## config.mk

```make
export PLATFORM = sky130hd
export DESIGN_NAME = alu_ctrl_exec
export DESIGN_NICKNAME = d
export VERILOG_FILES = /design/src/rtl/alu_pkg.sv /design/src/rtl/alu_op_decode.sv /design/src/rtl/alu_ctrl_exec.sv
export SDC_FILE = /design/constraint.sdc
export NUM_CORES = 1
export LEC_CHECK = 0
export CAP_MARGIN = 30
export CORE_ASPECT_RATIO = 0.6
export CORE_MARGIN = 4
export CORE_UTILIZATION = 35
export CTS_BUF_LIST = sky130_fd_sc_hd__clkbuf_4 sky130_fd_sc_hd__clkbuf_8
export CTS_CLUSTER_SIZE = 24
export DETAILED_ROUTE_END_ITERATION = 10
export DONT_BUFFER_PORTS = 1
export MAX_ROUTING_LAYER = met4
export SYNTH_ARGS = -nofsm -noshare
export SYNTH_HDL_FRONTEND = slang
export SYNTH_SLANG_ARGS = --single-unit
export TNS_END_PERCENT = 30
```

## constraint.sdc

```tcl
create_clock -name clock -period 2.5 [get_ports clock]
set_clock_uncertainty 0.1 [all_clocks]
set_input_delay 0.25 -clock clock [delete_from_list [all_inputs] [get_ports clock]]
set_output_delay 0.25 -clock clock [all_outputs]
set_load 0.1 [all_outputs]
```

## src/rtl/alu_pkg.sv

```systemverilog
// rtl/alu_pkg.sv - ALU op codes, ALUop encodings and exec FSM states
package alu_pkg;

    // Decoded 4-bit ALU operations
    localparam logic [3:0] OP_AND     = 4'b0000;
    localparam logic [3:0] OP_OR      = 4'b0001;
    localparam logic [3:0] OP_ADD     = 4'b0010;
    localparam logic [3:0] OP_SLL     = 4'b0011;
    localparam logic [3:0] OP_XOR     = 4'b0100;
    localparam logic [3:0] OP_SRL     = 4'b0101;
    localparam logic [3:0] OP_SUB     = 4'b0110;
    localparam logic [3:0] OP_SRA     = 4'b0111;
    localparam logic [3:0] OP_SLT     = 4'b1000;
    localparam logic [3:0] OP_SLTU    = 4'b1001;
    localparam logic [3:0] OP_ILLEGAL = 4'b1111;

    // ALUop field from the main decoder
    localparam logic [1:0] ALUOP_MEM    = 2'b00;
    localparam logic [1:0] ALUOP_BRANCH = 2'b01;
    localparam logic [1:0] ALUOP_RTYPE  = 2'b10;
    localparam logic [1:0] ALUOP_ITYPE  = 2'b11;

    typedef enum logic [1:0] {
        ST_IDLE  = 2'b00,
        ST_SHIFT = 2'b01,
        ST_DONE  = 2'b10
    } state_t;

endpackage

```

## src/rtl/alu_op_decode.sv

```systemverilog
// rtl/alu_op_decode.sv - combinational ALUop/funct decode; SLT/SLTU gated by ALU_SLT_EN
module alu_op_decode
    import alu_pkg::*;
(
    input  logic [1:0] alu_op,
    input  logic [2:0] funct3,
    input  logic       funct7_5,
    output logic [3:0] operation,
    output logic       illegal
);

    // Map ALUop/funct3/funct7[5] onto an ALU operation; I-type never subtracts
    always_comb begin
        operation = OP_ADD;
        illegal   = 1'b0;
        case (alu_op)
            ALUOP_MEM:    operation = OP_ADD;
            ALUOP_BRANCH: operation = OP_SUB;
            default: begin
                case (funct3)
                    3'b000: operation = (funct7_5 && (alu_op == ALUOP_RTYPE)) ? OP_SUB : OP_ADD;
                    3'b001: operation = OP_SLL;
`ifdef ALU_SLT_EN
                    3'b010: operation = OP_SLT;
                    3'b011: operation = OP_SLTU;
`else
                    3'b010: begin
                        operation = OP_ILLEGAL;
                        illegal   = 1'b1;
                    end
                    3'b011: begin
                        operation = OP_ILLEGAL;
                        illegal   = 1'b1;
                    end
`endif
                    3'b100: operation = OP_XOR;
                    3'b101: operation = funct7_5 ? OP_SRA : OP_SRL;
                    3'b110: operation = OP_OR;
                    3'b111: operation = OP_AND;
                endcase
            end
        endcase
    end

endmodule

```

## src/rtl/alu_ctrl_exec.sv

```systemverilog
// rtl/alu_ctrl_exec.sv - handshaked ALU with iterative shifter; ALU_SLT_EN enables SLT/SLTU
module alu_ctrl_exec
    import alu_pkg::*;
#(
    parameter int XLEN       = 32,
    parameter int SHIFT_STEP = 1
)
(
    input  logic            clock,
    input  logic            reset_n,
    input  logic            flush,
    input  logic            in_valid,
    output logic            in_ready,
    input  logic [1:0]      alu_op,
    input  logic [2:0]      funct3,
    input  logic            funct7_5,
    input  logic [XLEN-1:0] operand_a,
    input  logic [XLEN-1:0] operand_b,
    output logic            out_valid,
    input  logic            out_ready,
    output logic [XLEN-1:0] result,
    output logic            zero,
    output logic [3:0]      operation,
    output logic            illegal
);

    localparam int SHAMT_W = $clog2(XLEN);
    localparam logic [SHAMT_W:0] STEP_MAX = (SHAMT_W+1)'(SHIFT_STEP);

    state_t             r_state;
    state_t             w_state_nxt;
    logic [3:0]         w_dec_op;
    logic               w_dec_illegal;
    logic [XLEN-1:0]    w_exec;
    logic [SHAMT_W-1:0] w_shamt;
    logic               w_is_shift;
    logic               w_start_shift;
    logic               w_accept;
    logic               w_last_step;
    logic [SHAMT_W:0]   w_step;
    logic [XLEN-1:0]    w_shifted;

    // Shift working set; the visible result registers only change on completion
    logic [XLEN-1:0]    r_work;
    logic [SHAMT_W-1:0] r_remain;
    logic [3:0]         r_shift_op;
    logic [XLEN-1:0]    r_result;
    logic               r_zero;
    logic [3:0]         r_operation;
    logic               r_illegal;

    alu_op_decode u_decode (
        .alu_op    (alu_op),
        .funct3    (funct3),
        .funct7_5  (funct7_5),
        .operation (w_dec_op),
        .illegal   (w_dec_illegal)
    );

    assign w_shamt       = operand_b[SHAMT_W-1:0];
    assign w_is_shift    = (w_dec_op == OP_SLL) || (w_dec_op == OP_SRL) || (w_dec_op == OP_SRA);
    assign w_start_shift = w_is_shift && (w_shamt != '0);
    assign in_ready      = ((r_state == ST_IDLE) || ((r_state == ST_DONE) && out_ready)) && !flush;
    assign w_accept      = in_valid && in_ready;
    assign out_valid     = (r_state == ST_DONE) && !flush;
    assign w_last_step   = ({1'b0, r_remain} <= STEP_MAX);
    assign w_step        = w_last_step ? {1'b0, r_remain} : STEP_MAX;

    assign result    = r_result;
    assign zero      = r_zero;
    assign operation = r_operation;
    assign illegal   = r_illegal;

    // Single-cycle result; shifts by zero pass operand_a through, illegal yields 0
    always_comb begin
        w_exec = '0;
        case (w_dec_op)
            OP_ADD:  w_exec = operand_a + operand_b;
            OP_SUB:  w_exec = operand_a - operand_b;
            OP_AND:  w_exec = operand_a & operand_b;
            OP_OR:   w_exec = operand_a | operand_b;
            OP_XOR:  w_exec = operand_a ^ operand_b;
            OP_SLL,
            OP_SRL,
            OP_SRA:  w_exec = operand_a;
`ifdef ALU_SLT_EN
            OP_SLT:  w_exec = {{(XLEN-1){1'b0}}, ($signed(operand_a) < $signed(operand_b))};
            OP_SLTU: w_exec = {{(XLEN-1){1'b0}}, (operand_a < operand_b)};
`endif
            default: w_exec = '0;
        endcase
    end

    // One shifter step of at most SHIFT_STEP bits
    always_comb begin
        w_shifted = r_work >> w_step;
        case (r_shift_op)
            OP_SLL:  w_shifted = r_work << w_step;
            OP_SRA:  w_shifted = $signed(r_work) >>> w_step;
            default: w_shifted = r_work >> w_step;
        endcase
    end

    // FSM state register
    always_ff @(posedge clock or negedge reset_n) begin
        if (!reset_n) begin
            r_state <= ST_IDLE;
        end else begin
            r_state <= w_state_nxt;
        end
    end

    // Next state: flush wins, DONE can pop and accept in the same cycle
    always_comb begin
        w_state_nxt = r_state;
        if (flush) begin
            w_state_nxt = ST_IDLE;
        end else begin
            case (r_state)
                ST_IDLE: begin
                    if (w_accept) w_state_nxt = w_start_shift ? ST_SHIFT : ST_DONE;
                end
                ST_SHIFT: begin
                    if (w_last_step) w_state_nxt = ST_DONE;
                end
                ST_DONE: begin
                    if (w_accept)       w_state_nxt = w_start_shift ? ST_SHIFT : ST_DONE;
                    else if (out_ready) w_state_nxt = ST_IDLE;
                end
                default: w_state_nxt = ST_IDLE;
            endcase
        end
    end

    // Latch on accept, advance the shifter, publish result fields on completion
    always_ff @(posedge clock or negedge reset_n) begin
        if (!reset_n) begin
            r_work      <= '0;
            r_remain    <= '0;
            r_shift_op  <= OP_SLL;
            r_result    <= '0;
            r_zero      <= 1'b0;
            r_operation <= OP_ADD;
            r_illegal   <= 1'b0;
        end else if (!flush) begin
            if (w_accept) begin
                if (w_start_shift) begin
                    r_work     <= operand_a;
                    r_remain   <= w_shamt;
                    r_shift_op <= w_dec_op;
                end else begin
                    r_result    <= w_exec;
                    r_zero      <= (w_exec == '0);
                    r_operation <= w_dec_op;
                    r_illegal   <= w_dec_illegal;
                end
            end else if (r_state == ST_SHIFT) begin
                r_work   <= w_shifted;
                r_remain <= r_remain - w_step[SHAMT_W-1:0];
                if (w_last_step) begin
                    r_result    <= w_shifted;
                    r_zero      <= (w_shifted == '0);
                    r_operation <= r_shift_op;
                    r_illegal   <= 1'b0;
                end
            end
        end
    end

endmodule

```

==> impl_results.md, run 1 <==
* Netlist Area Pre-Place at 8936 um^2
* Reg clk slew, reported paths at 0.10 ns
* Number of global-route vias before repair at 9527
* Sequential-to-total area share from yosys stat at roughly 23%
* Post-detailed-routing wire length at around 38000 um
* LEAKAGE at just over 0.006 uW
* DIE HEIGHT at 131.8 um
* RD Place Congestion at 0.9780
* Sink Count at 81
* Finished Cell Area at 13020 um^2
* GRT Util Overall at 26.06%
* Mapped Nets at 1359
* Drt first pass iters at 5
* Critical path class: in -> reg
* Worst Slack Setup Final at -1.178 ns
* CTS buffer count at 9
* Cell Rows at 44
* Fin crit period at 3.678 ns
* Ant diodes at 0
* Area grow syn2layout at 45.74%
* Final TNS setup at -19.22 ns
* Fillers at about 2300
* Die width at approximately 210 um
* IR drop worst, VDD at 1.120 mV
* Critical Path Max Stage Delay at 0.55 ns
* PwrDens at 820.0 nW/um^2
* Avg Cell Area, Syn at 7.541 um^2
* CORE AREA at 24660 um^2
* Worst setup SP type: input pin
* Slew HR at slightly below 40%
* Gr ovfl total at 0
* Hold WC Path Type: in -> reg
* Routed WL per cell at just over 20 um
* Period Utilization, post-route at 147.1%
* Crit path cell chain: or4_4, buf_4, nor3_4, a31o_4, xnor2_1, ha_2, a21oi_2, o211ai_1, or3_4, o211ai_4, o21ai_2, buf_4, mux2i_2, nand2_1, a211oi_1, nand4_1, o31ai_2
* CP top delay family: simple AND/OR/NAND/NOR gates
* #FFs+latches synth at between 80 and 90
* Layout cells sized above 1 at 34.00%
* Port Buf Inserts at 0
* CTS Buffer Depth at 2
* Worst EP required at 2.70 ns
* YS warnings at 0
* Most frequent cells in the layout: buf_4 (318), nand2_1 (124), nor2_1 (104), a21oi_1 (98), ha_1 (92)
* CP arrival at approximately 3.9 ns
* Synth Flop Type: dfrtp_1
* Fin. max-slew vios at 0
* Most common cell after layout, fill and taps aside: buf_4
* EDFF count, synth at 0
* Layout Cells excl Fill at 1825
* Starting Density at about 36%
* Maximum clock frequency at ~270 MHz
* Slowest CP cell: or4_4
* Initial antenna violation count at 0
* DRT antenna net count at 0
* RSZ-0062 raised after global routing: true
* Post-Synthesis Cells at 1185
* Pre-CTS WS at -1.746 ns
* CTS tree: built
* Cell mode on critical path: buf_4
* Largest net degree at the start of global routing at 88
* Reg area at roughly 2000 um^2
* Routed via count at 10270
* Placed Instance Area at 11630 um^2
* Crit path buf inv count at 2
* Area leader, netlist: dfrtp_1
* Final Hold Viols at 0
* Status: complete, but fails checks
* Crit. End Element: flop
* Via density at 5.626
* Max cap viols at 0
* 1st-iter DRT viols at 985
* Worst slew pin tran at slightly above 0.9 ns
* Final setup viols at 27
* Root buf cell: clkbuf_8
* Top-level I/O count at 115
* Footprint of the multi-input gates at between 7000 and 8000 um^2
* Synth cell types at between 70 and 80
* Wire length of the first global-routing pass at 56970 um
* Die area at 28240 um^2
* # DRC at 0
* Share of flip-flops with an asynchronous set or reset at 100.0%
* Top cells by area, synth: dfrtp_1 (22%), ha_1 (14%), a21oi_1 (7.9%), o21ai_0 (6.6%), nand2_1 (5.5%)
* Violated checks: negative setup slack
* H-tree levels at 3
* Layout net count at 1672
* Synth top area share at between 20% and 30%
* Critical Path Fanout Max at 5
* Placed Cells at 1748
* Post-detail-place hpwl at 28980 um
* Clock insertion delay at the later pin of the skew report at approximately 0.39 ns
[flip-flops by register name (all words and copies together) (netlist names)]
signal and flops:
zero 1, r_state 2, r_shift_op 4, r_remain 5
result 32, r_work 32, illegal 1, operation 4
[cell usage after synthesis, types with 18 or more instances]
master	instances
nand2_1	130
nor2_1	111
o21ai_0	118
nand4_1	18
clkbuf_1	48
inv_1	74
xnor2_1	41
mux2i_1	39
a21o_1	24
ha_1	98
dfrtp_1	78
a21oi_1	141
[logic make-up after synthesis]
| kind of cell | Yosys count | synth area share, % |
|---|---|---|
| buffers and inverters | 139 | 6.049 |
| flip-flops | 81 | 22.72 |
| multiplexers | 41 | 4.620 |
| XOR/XNOR | 53 | 5.195 |
| AO/OA/AOI/OAI | 423 | 29.33 |
| AND/OR/NAND/NOR | 349 | 18.13 |
| adder cells (fa/ha/maj) | 99 | 13.95 |
[worst paths after layout]
| path | startpoint | slack (ns) | endpoint | depth (start not counted) |
|---|---|---|---|---|
| max in group asynchronous | reset_n | 1.58 | r_work[19]$_DFFE_PN0P_ | 2 |
| min in group asynchronous | reset_n | 0.33 | result[7]$_DFFE_PN0P_ | 2 |
| min | operand_a[7] | 0.02 | r_work[7]$_DFFE_PN0P_ | 2 |
| max reg2reg | r_remain[1]$_DFFE_PN0P_ | -0.27 | zero$_DFFE_PN0P_ | 10 |
| max | operand_b[11] | -1.18 | zero$_DFFE_PN0P_ | 17 |
| min reg2reg | illegal$_DFFE_PN0P_ | 0.38 | illegal$_DFFE_PN0P_ | 2 |
[cell type report]
cell class,instances,area share [%]
Clock inverter,6,0.5188
Sequential cell,81,15.59
Multi-Input combinational cell,965,54.88
Clock buffer,10,1.057
Tap cell,322,3.093
Timing Repair Buffer,367,22.70
Inverter,74,2.162
[through the flow]
stage	hold WS (ns)	util [%]	power, uW
floorplan	-0.1456	-	6527
global placement	-0.1437	47.17	8905
detailed placement	-0.1436	47.17	8995
CTS	0.01206	50.72	10280
global route	0.01903	52.81	11330
finish	0.02196	52.81	10680
[repair_timing]
item / 4_1_cts / 5_1_grt
pin swaps: 38 / 71
endpoints found under the hold margin: 119 / 0
gates cloned: 0 / 0
buffers inserted: 6 / 18
resized for setup: 67 / 96
setup endpoints to repair: 33 / 56
hold buffers: 38 / 0
[layer usage]
layer	routed length [um]	track usage, %	up-vias
li1	-	-	4905
met3	3622	6.333	48
met4	569	3.706	0
met5	0	-	-
met1	18340	39.22	4879
met2	14970	35.67	436
[power by group]
part,internal (uW),leakage (uW),switching [uW]
Clock,488,0.0000868,548
Combinational,2700,0.00498,4300
Sequential,1850,0.00103,798
Total,5040,0.00610,5640
(Power assumes the default switching activity.)
==> run 2, diff against run 1 <==
--- a/config.mk
+++ b/config.mk
@@ -10,3 +10,3 @@
 export CORE_MARGIN = 4
-export CORE_UTILIZATION = 35
+export CORE_UTILIZATION = 30
 export CTS_BUF_LIST = sky130_fd_sc_hd__clkbuf_4 sky130_fd_sc_hd__clkbuf_8
==> constraint.sdc (replaced) <==
create_clock -name clock -period 2.5 [get_ports clock]
set_clock_uncertainty 0.1 [all_clocks]
set_input_delay 0.125 -clock clock [delete_from_list [all_inputs] [get_ports clock]]
set_output_delay 0.125 -clock clock [all_outputs]
set_load 0.1 [all_outputs]
==> run 2 against run 1 <==
  * The flow still finishes with violations (negative setup slack)
  * Via count rose by 1.2%
  * Utilization down 7.2 points
  * Count of clock-buffer cells in the layout down 1
  * Hold slack improved by 0.020 ns
  * Global-route usage fell by 2.1 points
  * Die area up 16%
  * Final cell count is 5.6% higher
  * Sequential share of layout area decreased by 0.26 points
  * First-iteration DRC count up 17%
  * Flip-flop and latch count did not move
  * Combinational power increased by 5.4%
  * Critical endpoint is now result[29]$_DFFE_PN0P_
  * Largest power group unchanged
==> impl_results.md, run 2 (synthesized netlist as in run 1, its figures left out) <==
* Status: complete, but fails checks
* Violated checks: negative setup slack
* Drt first pass iters at 7 (+2)
* CORE AREA at 29070 um^2 (+18%)
* Die area at 32700 um^2 (+16%)
* Int Power at 5125 uW (+1.8%)
* Reg clk slew, reported paths at 0.10 ns (about the same)
* Fin crit period at 3.582 ns (-0.09549 ns)
* Final setup viols at 27 (unchanged)
* Worst slew pin tran at 0.7048 ns (-0.2011 ns)
* Fin Hold WS at 0.04178 ns (+0.01982 ns)
* 1st-iter DRT viols at 1152 (+17%)
* CTS tree: built
* Cell mode on critical path: buf_4
* Period Utilization, post-route at 143.3% (-3.8 points)
* Worst EP required at 2.70 ns (about the same)
* Critical Path Fanout Max at 5 (unchanged)
* Slew HR at 52.61% (+13 points)
* PwrDens at 815.7 nW/um^2 (-0.53%)
* Initial antenna violation count at 0 (unchanged)
* Sw Share at 52.56% (-0.28 points)
* CP arrival at 3.78 ns (-0.10 ns)
* Routed WL per cell at 20.23 um (-1.5%)
* RSZ-0062 raised after global routing: true
* Number of global-route vias before repair at 9768 (+2.5%)
* Top-level I/O count at 115 (unchanged)
* Pre-CTS WS at -1.562 ns (+0.1847 ns)
* Most common cell after layout, fill and taps aside: buf_4
* IR drop worst, VDD at 0.9065 mV (-19%)
* Critical Path Max Stage Delay at 0.38 ns (-0.17 ns)
* Crit. End Element: flop
* Max cap viols at 0 (unchanged)
* Cell Rows at 48 (+9.1%)
* Sink Count at 81 (unchanged)
* GRT Util Overall at 23.92% (-2.1 points)
* Die width at 230.8 um (+7.7%)
* RD Place Congestion at 0.9558 (-2.3%)
* Wire length of the first global-routing pass at 58950 um (+3.5%)
* H-tree levels at 3 (unchanged)
* Largest net degree at the start of global routing at 88 (unchanged)
* Clock insertion delay at the later pin of the skew report at 0.41 ns (+0.02 ns)
* CTS Buffer Depth at 2 (unchanged)
* LEAKAGE at 0.006179 uW (+1.4%)
* Root buf cell: clkbuf_8
* Worst setup SP type: input pin
* Part of the power in combinational logic at 68.3% (+2.8 points)
* Post-detailed-routing wire length at 38990 um (+4.0%)
* DIE HEIGHT at 141.7 um (+7.5%)
* Layout cells sized above 1 at 33.38% (-0.62 points)
* Most frequent cells in the layout: buf_4 (327), nand2_1 (124), a21oi_1 (105), nor2_1 (103), ha_1 (95)
* # DRC at 0 (unchanged)
* Via density at 5.391 (-4.2%)
* Routed via count at 10390 (+1.2%)
* Clock power share at 9.7% (about the same)
* Maximum clock frequency at 279.1 MHz (+2.7%)
* Worst Slack Setup Final at -1.082 ns (+0.09549 ns)
* Hold WC Path Type: in -> reg
* Slowest CP cell: ha_1
* Area grow syn2layout at 48.21%
* DRT antenna net count at 0 (unchanged)
* CTS buffer count at 9 (unchanged)
* Post-detail-place hpwl at 30140 um (+4.0%)
* Crit path cell chain: nor4_4, buf_4, and2_4, and3_4, a31oi_4, xnor2_1, ha_1, and3_4, and3_4, a22oi_2, nand3_2, a221oi_4, buf_4, buf_4, buf_4, o21ai_1, xor2_1, a21oi_2, o21bai_1, mux2_2
* Starting Density at 30.74% (-5.5 points)
* Critical path class: in -> reg
* Layout net count at 1694 (+1.3%)
* Final Hold Viols at 0 (unchanged)
* Switching Power at 5677 uW (+0.62%)
* Port Buf Inserts at 0 (unchanged)
* Sequential power share at 22.0% (-2.8 points)
* Fin. max-slew vios at 0 (unchanged)
* Gr ovfl total at 0 (unchanged)
run 2: path summary, 6_finish.rpt:
path | start | to | slack [ns] | cells past startpoint
max in group asynchronous | reset_n | r_work[27]$_DFFE_PN0P_ | 1.74 | 2
min in group asynchronous | reset_n | illegal$_DFFE_PN0P_ | 0.16 | 2
hold / removal | funct3[1] | operation[0]$_DFFE_PN0P_ | 0.04 | 4
setup reg to reg | r_remain[1]$_DFFE_PN0P_ | zero$_DFFE_PN0P_ | -0.33 | 11
setup / recovery | operand_b[8] | result[29]$_DFFE_PN0P_ | -1.08 | 20
hold reg to reg | result[20]$_DFFE_PN0P_ | result[20]$_DFFE_PN0P_ | 0.39 | 2
run 2: power groups by stage:
stage / clock [uW] / sequential, uW / combinational, uW
floorplan: 0 / 4010 / 2520
global placement: 0 / 2360 / 6660
detailed placement: 0 / 2380 / 6740
CTS: 1090 / 2360 / 7070
global route: 1140 / 2450 / 7910
finish: 1050 / 2380 / 7380
run 2: per-layer routing:
metal / up-vias / wire length (um) / global-route usage [%]
li1: 4931 / - / -
met1: 4975 / 18750 / 34.71
met2: 442 / 15460 / 31.86
met3: 40 / 4150 / 8.226
met4: 0 / 623 / 4.711
met5: - / 0 / -
run 2: timing repair:
item	4_1_cts	5_1_grt
endpoints found under the hold margin	125	0
buffers inserted	15	11
hold buffers	48	0
gates resized for setup	76	76
endpoints found under the setup margin	32	63
pin swaps	48	53
run 2: critical path: cells and delay by family:
kind	cells	cell delay, ns
muxes	1	0.27
AOI/OAI and AO/OA	6	0.98
xor gates and xnor gates	2	0.30
adders and majority gates	1	0.38
buffers and inverters	4	0.50
and+or+nand+nor	6	1.23
run 2: through the flow:
step           instance area, um^2  std cells  TNS, ns  power, uW  util, %
2_1_floorplan                 9149       1185   -13.73       6527        -
3_3_place_gp                 11800       1835   -30.36       9022    40.59
3_5_place_dp                 11800       1835   -31.21       9116    40.59
4_1_cts                      12850       1914   -13.24      10510    44.22
5_1_grt                      13240       1925   -19.72      11490    45.54
6_report                     13240       1927   -16.38      10800    45.56
run 2: final cells by class:
type	count	area, um^2
Antenna cell	2	5.005
Clock inverter	7	77.57
Fill cell	2950	15820
Tap cell	400	500.5
Multi-Input combinational cell	965	7058
Sequential cell	81	2031
Clock buffer	9	123.9
Inverter	74	281.5
Timing Repair Buffer	389	3167
==> run 3, diff against run 2 <==
Settings changed: PLACE_DENSITY set to 0.56.
==> run 3 against run 2 <==
  * The flow still finishes with violations (negative setup slack)
  * Clock power up 8%
  * Via count down 0.39%
  * Flip-flop and latch count unchanged
  * Critical path depth down 3
  * Final cell count up 0.36%
  * Sequential share of layout area down 0.37 points
  * Critical path type unchanged
  * Largest power group unchanged
==> impl_results.md, run 3 (synthesized netlist as in run 1, its figures left out) <==
* Worst Slack Setup Final at -1.126 ns (-0.04412 ns)
* Area grow syn2layout at 51.83%
* # DRC at 0 (unchanged)
* Footprint of the multi-input gates at 7259 um^2 (+2.9%)
* Post-detailed-routing wire length at 38630 um (-0.92%)
* Drt first pass iters at 6 (-1)
* Status: complete, but fails checks
* Hold WC Path Type: in -> reg
* Initial antenna violation count at 1 (+1)
* Finished Cell Area at 13570 um^2 (+2.4%)
* Layout net count at 1702 (+0.47%)
* CORE AREA at 29070 um^2 (unchanged)
* RD Place Congestion at 0.9590 (+0.33%)
* Root buf cell: clkbuf_8
* Placed Instance Area at 11790 um^2 (-0.11%)
* Most common cell after layout, fill and taps aside: buf_4
* CTS buffer count at 9 (unchanged)
* Critical Path Max Stage Delay at 0.57 ns (+0.19 ns)
* CTS tree: built
* Routed WL per cell at 19.98 um (-1.3%)
* Gr ovfl total at 0 (unchanged)
* Hold_sp: flush
* Slowest CP cell: or4_4
* Top-level I/O count at 115 (unchanged)
* Final setup viols at 28 (+3.7%)
* Starting Density at 30.74% (unchanged)
* Fillers at 2930 (-0.68%)
* LEAKAGE at 0.006322 uW (+2.3%)
* Worst setup SP type: input pin
* Crit. End Element: flop
* DIE HEIGHT at 141.7 um (unchanged)
* Fin crit period at 3.626 ns (+0.04412 ns)
* PwrDens at 813.2 nW/um^2 (-0.30%)
* Routed via count at 10350 (-0.39%)
* Maximum clock frequency at 275.7 MHz (-1.2%)
* Crit path cell chain: or4_4, nor2_4, nand4_4, o21ai_2, xnor2_1, ha_1, a21oi_2, o211ai_1, or3_4, o211ai_4, buf_6, xnor2_2, a21oi_2, nand4b_1, nor4_2, nand4_1, o31ai_1
* Number of global-route vias before repair at 9714 (-0.55%)
* Clock insertion delay at the later pin of the skew report at 0.39 ns (-0.02 ns)
* Critical path class: in -> reg
* Die width at 230.8 um (unchanged)
* Slew HR at 61.94% (+9.3 points)
* Via density at 5.350 (-0.76%)
* DRT antenna net count at 0 (unchanged)
* Max cap viols at 0 (unchanged)
* Most frequent cells in the layout: buf_4 (330), nand2_1 (123), nor2_1 (104), a21oi_1 (102), ha_1 (92)
* IR drop worst, VDD at 0.7347 mV (-19%)
* Period Utilization, post-route at 145.1% (+1.8 points)
* CTS Buffer Depth at 2 (unchanged)
* Die area at 32700 um^2 (unchanged)
* Fin Hold WS at 0.04151 ns (-0.0002633 ns)
* 1st-iter DRT viols at 876 (-24%)
* Wire length of the first global-routing pass at 57990 um (-1.6%)
* Post-detail-place hpwl at 29880 um (-0.85%)
* CP arrival at 3.83 ns (+0.05 ns)
* Largest net degree at the start of global routing at 88 (unchanged)
* Reg clk slew, reported paths at 0.09 ns (about the same)
* RR Startpoint: r_remain[4]$_DFFE_PN0P_
* Final Hold Viols at 0 (unchanged)
* Cell mode on critical path: a21oi_2
* Reg area at 2031 um^2 (unchanged)
* Setup crit start: operand_b[12]
* Violated checks: negative setup slack
* Final TNS setup at -15.20 ns (+1.184 ns)
* H-tree levels at 3 (unchanged)
* RSZ-0062 raised after global routing: true
* Fin. max-slew vios at 0 (unchanged)
* Sink Count at 81 (unchanged)
* Cell Rows at 48 (unchanged)
* Pre-CTS WS at -1.642 ns (-0.08026 ns)
* Worst slew pin tran at 0.5709 ns (-0.1339 ns)
* Worst EP required at 2.70 ns (about the same)
* GRT Util Overall at 23.30% (-0.62 points)
* Layout cells sized above 1 at 35.16% (+1.8 points)
* Port Buf Inserts at 0 (unchanged)
* Critical Path Fanout Max at 5 (unchanged)
-- run 3: cell count changes in the layout (fill, tap and decap cells not counted), moves of 3 or more --
cell | before | now
xnor2_2 | 1 | 5
nand2_4 | 0 | 3
ha_1 | 95 | 92
o21ai_1 | 25 | 30
buf_6 | 7 | 12
o21ai_2 | 14 | 19
a21oi_1 | 105 | 102
o21ai_0 | 85 | 76
buf_4 | 327 | 330
xnor2_1 | 40 | 36
-- run 3: layer usage --
layer  share of wire (%)  vias up  GRT usage (%)
met1                  48     4962          34.49
li1                    -     4945              -
met5                   0        -              -
met4                 2.0        0          3.541
met2                  40      388          32.19
met3                 9.6       52          6.059
-- run 3: worst paths after layout --
check	endpoint	slack, ns	depth (start not counted)
max	zero$_DFFE_PN0P_	-1.13	17
min	result[18]$_DFFE_PN0P_	0.04	2
max reg2reg	zero$_DFFE_PN0P_	-0.41	10
min reg2reg	operation[0]$_DFFE_PN0P_	0.39	2
max in group asynchronous	r_work[29]$_DFFE_PN0P_	1.72	2
min in group asynchronous	result[7]$_DFFE_PN0P_	0.19	2
-- run 3: layout make-up --
class | count | area share (%)
clock inverters | 6 | 0.6640
flip-flops and latches | 81 | 14.97
well taps | 400 | 3.689
clock buffers | 10 | 1.014
inverters | 74 | 2.075
repair buffers | 397 | 24.07
diodes | 1 | 0.01844
multi-input cells | 965 | 53.50
-- run 3: per-stage QoR --
stage               util (%)  instances  power [uW]
finish                 46.68       1934       11030
global route           46.68       1934       11730
CTS                    44.31       1913       10560
detailed placement     40.55       1835        9128
global placement       40.55       1835        9046
floorplan                  -       1185        6527
-- run 3: report_power, final --
part	leakage, uW	internal (uW)	total, uW	switching [uW]
Clock	0.000113	593	1130	542
Sequential	0.00103	1850	2360	505
Combinational	0.00518	2900	7540	4640
-- run 3: repair_timing --
item | 4_1_cts | 5_1_grt
resized for setup | 62 | 136
setup endpoints to repair | 34 | 68
pin swaps | 48 | 73
endpoints found under the hold margin | 124 | 0
setup buffers | 20 | 21
hold buffers | 46 | 0
-- run 3: worst max-delay path, delay by kind of cell --
family                   cells  cell delay, ns
adder cells (fa/ha/maj)      1            0.29
XOR/XNOR                     2            0.20
buffers and inverters        1            0.14
AO/OA/AOI/OAI                6            1.18
AND/OR/NAND/NOR              7            1.90
